**src/rtl/data_mem_arbiter_pkg.sv**
```systemverilog
// Shared encodings and size defaults for the MEM-stage data memory arbiter.
// DEPTH/ADDR_W defaults are also used by the memory array itself.
package data_mem_arbiter_pkg;

    localparam int DEPTH_DEF  = 8;
    localparam int ADDR_W_DEF = 3;
    localparam int CNT_W      = 4;

    typedef enum logic [1:0] {
        ST_IDLE   = 2'd0,
        ST_ACCESS = 2'd1,
        ST_DONE   = 2'd2
    } state_e;

    typedef enum logic {
        OWN_PIPE = 1'b0,
        OWN_DBG  = 1'b1
    } owner_e;

endpackage

```
**src/rtl/data_mem_arbiter_grant.sv**
```systemverilog
// Priority select between pipeline and debug requesters. The pipeline wins
// unless debug has been passed over STARVE_LIMIT times in a row.
module mem_grant_select
    import data_mem_arbiter_pkg::*;
#(
    parameter int STARVE_LIMIT = 4
) (
    input  logic             pipeReq,
    input  logic             dbgReq,
    input  logic [CNT_W-1:0] starveCnt,
    output logic             grantValid,
    output owner_e           grantOwner
);

    localparam logic [CNT_W-1:0] LIMIT = CNT_W'(STARVE_LIMIT);

    always_comb begin
        grantValid = pipeReq | dbgReq;
        grantOwner = OWN_PIPE;
        if (dbgReq && (!pipeReq || (starveCnt == LIMIT))) begin
            grantOwner = OWN_DBG;
        end
    end

endmodule

```
**src/rtl/data_mem_arbiter.sv**
```systemverilog
// Sequences pipeline and debug accesses onto the shared data memory with
// configurable wait states; out-of-range accesses complete without touching memory.
module data_mem_arbiter
    import data_mem_arbiter_pkg::*;
#(
    parameter int DEPTH        = DEPTH_DEF,
    parameter int ADDR_W       = ADDR_W_DEF,
    parameter int WAIT_STATES  = 1,
    parameter int STARVE_LIMIT = 4
) (
    input  logic              clk,
    input  logic              resetN,
    input  logic              pipeReq,
    input  logic              pipeWrite,
    input  logic [31:0]       pipeAddr,
    input  logic [31:0]       pipeWdata,
    output logic              pipeAck,
    output logic [31:0]       pipeRdata,
    output logic              pipeStall,
    input  logic              dbgReq,
    input  logic              dbgWrite,
    input  logic [31:0]       dbgAddr,
    input  logic [31:0]       dbgWdata,
    output logic              dbgAck,
    output logic [31:0]       dbgRdata,
    output logic [ADDR_W-1:0] memAddr,
    output logic [31:0]       memWdata,
    output logic              memWe,
    input  logic [31:0]       memRdata,
    output logic              addrError
);

    localparam logic [CNT_W-1:0] WAIT_LOAD  = CNT_W'(WAIT_STATES);
    localparam logic [CNT_W-1:0] STARVE_MAX = CNT_W'(STARVE_LIMIT);

    state_e            state_q;
    owner_e            owner_q;
    logic              write_q;
    logic              inRange_q;
    logic [CNT_W-1:0]  waitCnt_q;
    logic [CNT_W-1:0]  starveCnt_q;
    logic [CNT_W-1:0]  starveCnt_d;
    logic [ADDR_W-1:0] memAddr_q;
    logic [31:0]       memWdata_q;
    logic [31:0]       pipeRdata_q;
    logic [31:0]       dbgRdata_q;
    logic              memWe_q;
    logic              pipeAck_q;
    logic              dbgAck_q;
    logic              addrError_q;

    logic              grantValid;
    owner_e            grantOwner;
    logic              selWrite;
    logic [31:0]       selAddr;
    logic [31:0]       selWdata;
    logic              selInRange;
    logic [31:0]       rdataSel;

    mem_grant_select #(
        .STARVE_LIMIT(STARVE_LIMIT)
    ) u_grant (
        .pipeReq    (pipeReq),
        .dbgReq     (dbgReq),
        .starveCnt  (starveCnt_q),
        .grantValid (grantValid),
        .grantOwner (grantOwner)
    );

    always_comb begin
        selWrite = pipeWrite;
        selAddr  = pipeAddr;
        selWdata = pipeWdata;
        if (grantOwner == OWN_DBG) begin
            selWrite = dbgWrite;
            selAddr  = dbgAddr;
            selWdata = dbgWdata;
        end
        selInRange = (selAddr < 32'(DEPTH));
        rdataSel   = inRange_q ? memRdata : 32'd0;

        // Starvation only accumulates while debug is actually waiting.
        starveCnt_d = starveCnt_q;
        if ((grantOwner == OWN_DBG) || !dbgReq) begin
            starveCnt_d = '0;
        end else if (starveCnt_q != STARVE_MAX) begin
            starveCnt_d = starveCnt_q + CNT_W'(1);
        end
    end

    always_ff @(posedge clk or negedge resetN) begin
        if (!resetN) begin
            state_q     <= ST_IDLE;
            owner_q     <= OWN_PIPE;
            write_q     <= 1'b0;
            inRange_q   <= 1'b0;
            waitCnt_q   <= '0;
            starveCnt_q <= '0;
            memAddr_q   <= '0;
            memWdata_q  <= '0;
            pipeRdata_q <= '0;
            dbgRdata_q  <= '0;
            memWe_q     <= 1'b0;
            pipeAck_q   <= 1'b0;
            dbgAck_q    <= 1'b0;
            addrError_q <= 1'b0;
        end else begin
            memWe_q     <= 1'b0;
            pipeAck_q   <= 1'b0;
            dbgAck_q    <= 1'b0;
            addrError_q <= 1'b0;
            unique case (state_q)
                ST_IDLE: begin
                    if (grantValid) begin
                        owner_q     <= grantOwner;
                        write_q     <= selWrite;
                        inRange_q   <= selInRange;
                        memAddr_q   <= selAddr[ADDR_W-1:0];
                        memWdata_q  <= selWdata;
                        waitCnt_q   <= WAIT_LOAD;
                        starveCnt_q <= starveCnt_d;
                        // With no wait states the first ACCESS cycle is also the last.
                        memWe_q     <= (WAIT_LOAD == '0) && selWrite && selInRange;
                        state_q     <= ST_ACCESS;
                    end
                end
                ST_ACCESS: begin
                    if (waitCnt_q == '0) begin
                        if (!write_q) begin
                            if (owner_q == OWN_DBG) dbgRdata_q  <= rdataSel;
                            else                    pipeRdata_q <= rdataSel;
                        end
                        pipeAck_q   <= (owner_q == OWN_PIPE);
                        dbgAck_q    <= (owner_q == OWN_DBG);
                        addrError_q <= !inRange_q;
                        state_q     <= ST_DONE;
                    end else begin
                        waitCnt_q <= waitCnt_q - CNT_W'(1);
                        memWe_q   <= (waitCnt_q == CNT_W'(1)) && write_q && inRange_q;
                    end
                end
                ST_DONE: begin
                    state_q <= ST_IDLE;
                end
                default: begin
                    state_q <= ST_IDLE;
                end
            endcase
        end
    end

    assign pipeAck   = pipeAck_q;
    assign dbgAck    = dbgAck_q;
    assign pipeRdata = pipeRdata_q;
    assign dbgRdata  = dbgRdata_q;
    assign memAddr   = memAddr_q;
    assign memWdata  = memWdata_q;
    assign memWe     = memWe_q;
    assign addrError = addrError_q;
    assign pipeStall = pipeReq & ~pipeAck_q;

endmodule

```
**config.mk**
```make
export PLATFORM = sky130hd
export DESIGN_NAME = data_mem_arbiter
export DESIGN_NICKNAME = d
export VERILOG_FILES = /design/src/rtl/data_mem_arbiter_pkg.sv /design/src/rtl/data_mem_arbiter_grant.sv /design/src/rtl/data_mem_arbiter.sv
export SDC_FILE = /design/constraint.sdc
export NUM_CORES = 1
export LEC_CHECK = 0
export ABC_AREA = 1
export CAP_MARGIN = 20
export CORE_MARGIN = 5
export CORE_UTILIZATION = 36
export CTS_CLUSTER_DIAMETER = 50
export CTS_CLUSTER_SIZE = 40
export DETAILED_ROUTE_END_ITERATION = 7
export HOLD_SLACK_MARGIN = 0.15
export PLACE_DENSITY_LB_ADDON = 0.12
export SLEW_MARGIN = 0
export SYNTH_ARGS = -nofsm -noshare
export SYNTH_HDL_FRONTEND = slang
export SYNTH_HIERARCHICAL = 1
export SYNTH_SLANG_ARGS = --single-unit
```
**constraint.sdc**
```tcl
create_clock -name clk -period 1.7 [get_ports clk]
set_clock_uncertainty 0.2 [all_clocks]
set_input_delay 0.34 -clock clk [delete_from_list [all_inputs] [get_ports clk]]
set_output_delay 0.34 -clock clk [all_outputs]
set_load 0.01 [all_outputs]
```
==> run summary <==
RePlAce Congestion: 0.858
mean area per synthesized cell: 8.29 µm²
worst path arrival time: 1970 ps
Layout Nets: 1119
drt first pass iters: 7
power per cell area: 1420 nW/µm²
CP max FO: 5
count leader, synth: nand2_1
IO Port Bufs: 269
H-tree depth: 4
utilization after layout: 69.4%
synthesized net count: 805
crit path launch type: flop
Least-Margin Pin Slew: 432 ps
initial core utilization: 36.5%
sequential area share after synthesis: 55.2%
fin. max-slew vios: 0
Hold Violations, Final: 0
critical path class: reg -> reg
clock latency at the later pin of the worst-skew pair: 410 ps
CTS tree: done
post-placement cell area: 8420 µm²
Vias/cell: 5.07
Max Cap Viol: 0
aggregate global-route resource usage: 21.7%
ant diodes: 0
Critical Path End Type: flop
main flop type after synthesis: dfrtp_1
worst vdd ir: 0.823 mV
final instance area: 10000 µm²
area leader, netlist: dfrtp_1
Post-synth EDFFs: 0
CP Data Required Time: 1840 ps
Mapped Area: 5260 µm²
TNS Setup: -5370 ps
full die area: 17100 µm²
Die Wd: 131 µm
ys async rst share: 100%
largest net degree at the start of global routing: 68
Core Footprint: 14400 µm²
P_leak: 4.56 nW
Fmax achieved: 547 MHz
Slew headroom: 71.2%
Residual DRC: 0
CTS Buf Count: 17
Chip Height: 131 µm
routed vias: 5802
DR iter-0 viols: 338
number of global-route vias before repair: 5504
CTS Sinks: 116
hold crit path type: in -> async
Synth top cells by count: nand2_1, dfrtp_1, nor2_1
R2R cell count: 11
WHS: 175 ps
Root Buffer: clkbuf_16
Tmin final: 1830 ps
RSZ-0062 raised after global routing: true
first-pass GRT wire length: 28400 µm
initial antenna violation count: 0
#FFs+latches synth: 116
Routed WL: 21100 µm
GRT overflow: 0
Reg clk slew, reported paths: 60 ps
final setup margin: -127 ps
Bufs on Longest Clock Path: 2
failing checks: setup timing
share of cells above drive strength 1: 23.0%
Synth cell types: 28
ANT nets after route: 0
Area Overhead vs Synth: 90.3%
status: finished with violations
Final HPWL DP: 14200 µm
post-synth top area share: 55.2%
Yosys Warn Count: 6
drt wl/cell: 18.5 µm
Setup WS pre-CTS: -487 ps
Rows: 44
Setup violations, final: 105
final worst-path cycle share: 107%
synth top area cells: dfrtp_1, nand2_1, nor2_1, o21ai_1, a31oi_1
Mapped Cells: 634
IO Pins: 270
[timing repair]
action	4_1_cts	5_1_grt
endpoints found under the hold margin	116	0
setup endpoints to repair	140	108
pin swaps	1	37
resized for setup	110	179
cloned	1	14
hold buffers	1	0
buffers inserted	6	9
[metal layers]
metal	vias up	routed length, µm	track usage [%]
li1	2721	-	-
met1	2809	7750	25.0
met2	236	11000	36.6
met3	36	1850	8.94
met4	0	514	7.14
met5	-	0	0
[cells by family (layout without fill, tap and decap cells)]
kind of cell,Yosys count,count (layout),share of synthesized area (%)
AND/OR/NAND/NOR,339,340,26.5
buffers and inverters,62,387,5.40
XOR/XNOR,2,2,0.333
AO/OA/AOI/OAI,110,110,11.4
flip-flops,116,116,55.2
adder cells (fa/ha/maj),5,5,1.19
[sequential cells by signal, summed over array words and instances (netlist names)]
name	flops
addrError	1
dbgAck	1
dbgRdata	32
inRange_q	1
memAddr	3
memWdata	32
memWe	1
owner_q	1
pipeAck	1
pipeRdata	32
starveCnt_q	4
state_q	2
waitCnt_q	4
write_q	1
[worst paths after layout]
path	startpoint	endpoint	slack, ps
max in group asynchronous	resetN	dbgAck$_DFF_PN0_	630
worst max-delay path	starveCnt_q[2]$_DFFE_PN0P_	starveCnt_q[2]$_DFFE_PN0P_	-130
worst min register to register	pipeRdata[24]$_DFFE_PN0P_	pipeRdata[24]$_DFFE_PN0P_	280
min in group clk	pipeRdata[24]$_DFFE_PN0P_	pipeRdata[24]$_DFFE_PN0P_	280
worst max register to register	starveCnt_q[2]$_DFFE_PN0P_	starveCnt_q[2]$_DFFE_PN0P_	-130
worst min-delay path	resetN	pipeRdata[4]$_DFFE_PN0P_	180
[stage by stage]
step | power [W] | cells
3_5_place_dp | 0.00968 | 1082
3_3_place_gp | 0.00951 | 1082
2_1_floorplan | 0.00649 | 634
5_1_grt | 0.0150 | 1144
4_1_cts | 0.0131 | 1121
6_report | 0.0142 | 1144
[worst max-delay path, cell delays in order, from the launching register on]
cell        delay (ps)
dfrtp_1            350
inv_1               40
nor2_1             110
nand2_1            110
a21oi_4            200
clkinvlp_4         130
buf_4              150
nand2_4             70
nor2_4              40
nor2_4             170
a21oi_1             90
nor2_1             100
[where the power goes]
group          leakage [nW]  internal, W  switching [W]
Clock                 0.315      0.00264        0.00125
Sequential             1.40      0.00370       0.000693
Combinational          2.85      0.00287        0.00304
Total                  4.56      0.00921        0.00499
[layout by cell type (no fill, tap or decap), drive strengths merged]
cell type and n:
xor2 2, clkdlybuf4s50 164, nand2 198, or2 2, dfrtp 116, nand4 2
dlygate4sd2 93, clkdlybuf4s15 10, clkinv 3, ha 5, o21ai 72, bufinv 4
nand3 43, clkinvlp 2, inv 22, a21oi 2, a31oi 36, and2 2
dlygate4sd3 1, clkbuf 34, nor3 2, nand3b 2, buf 54, nor2 89
[final cells by class]
type	count	area, µm²
inverters	23	90.1
multi-input cells	457	2700
flip-flops and latches	116	2900
well taps	184	230
repair buffers	333	3440
fillers	1127	4420
clock inverters	8	146
clock buffers	23	498
Note: power is estimated with default switching activity, not from simulation.
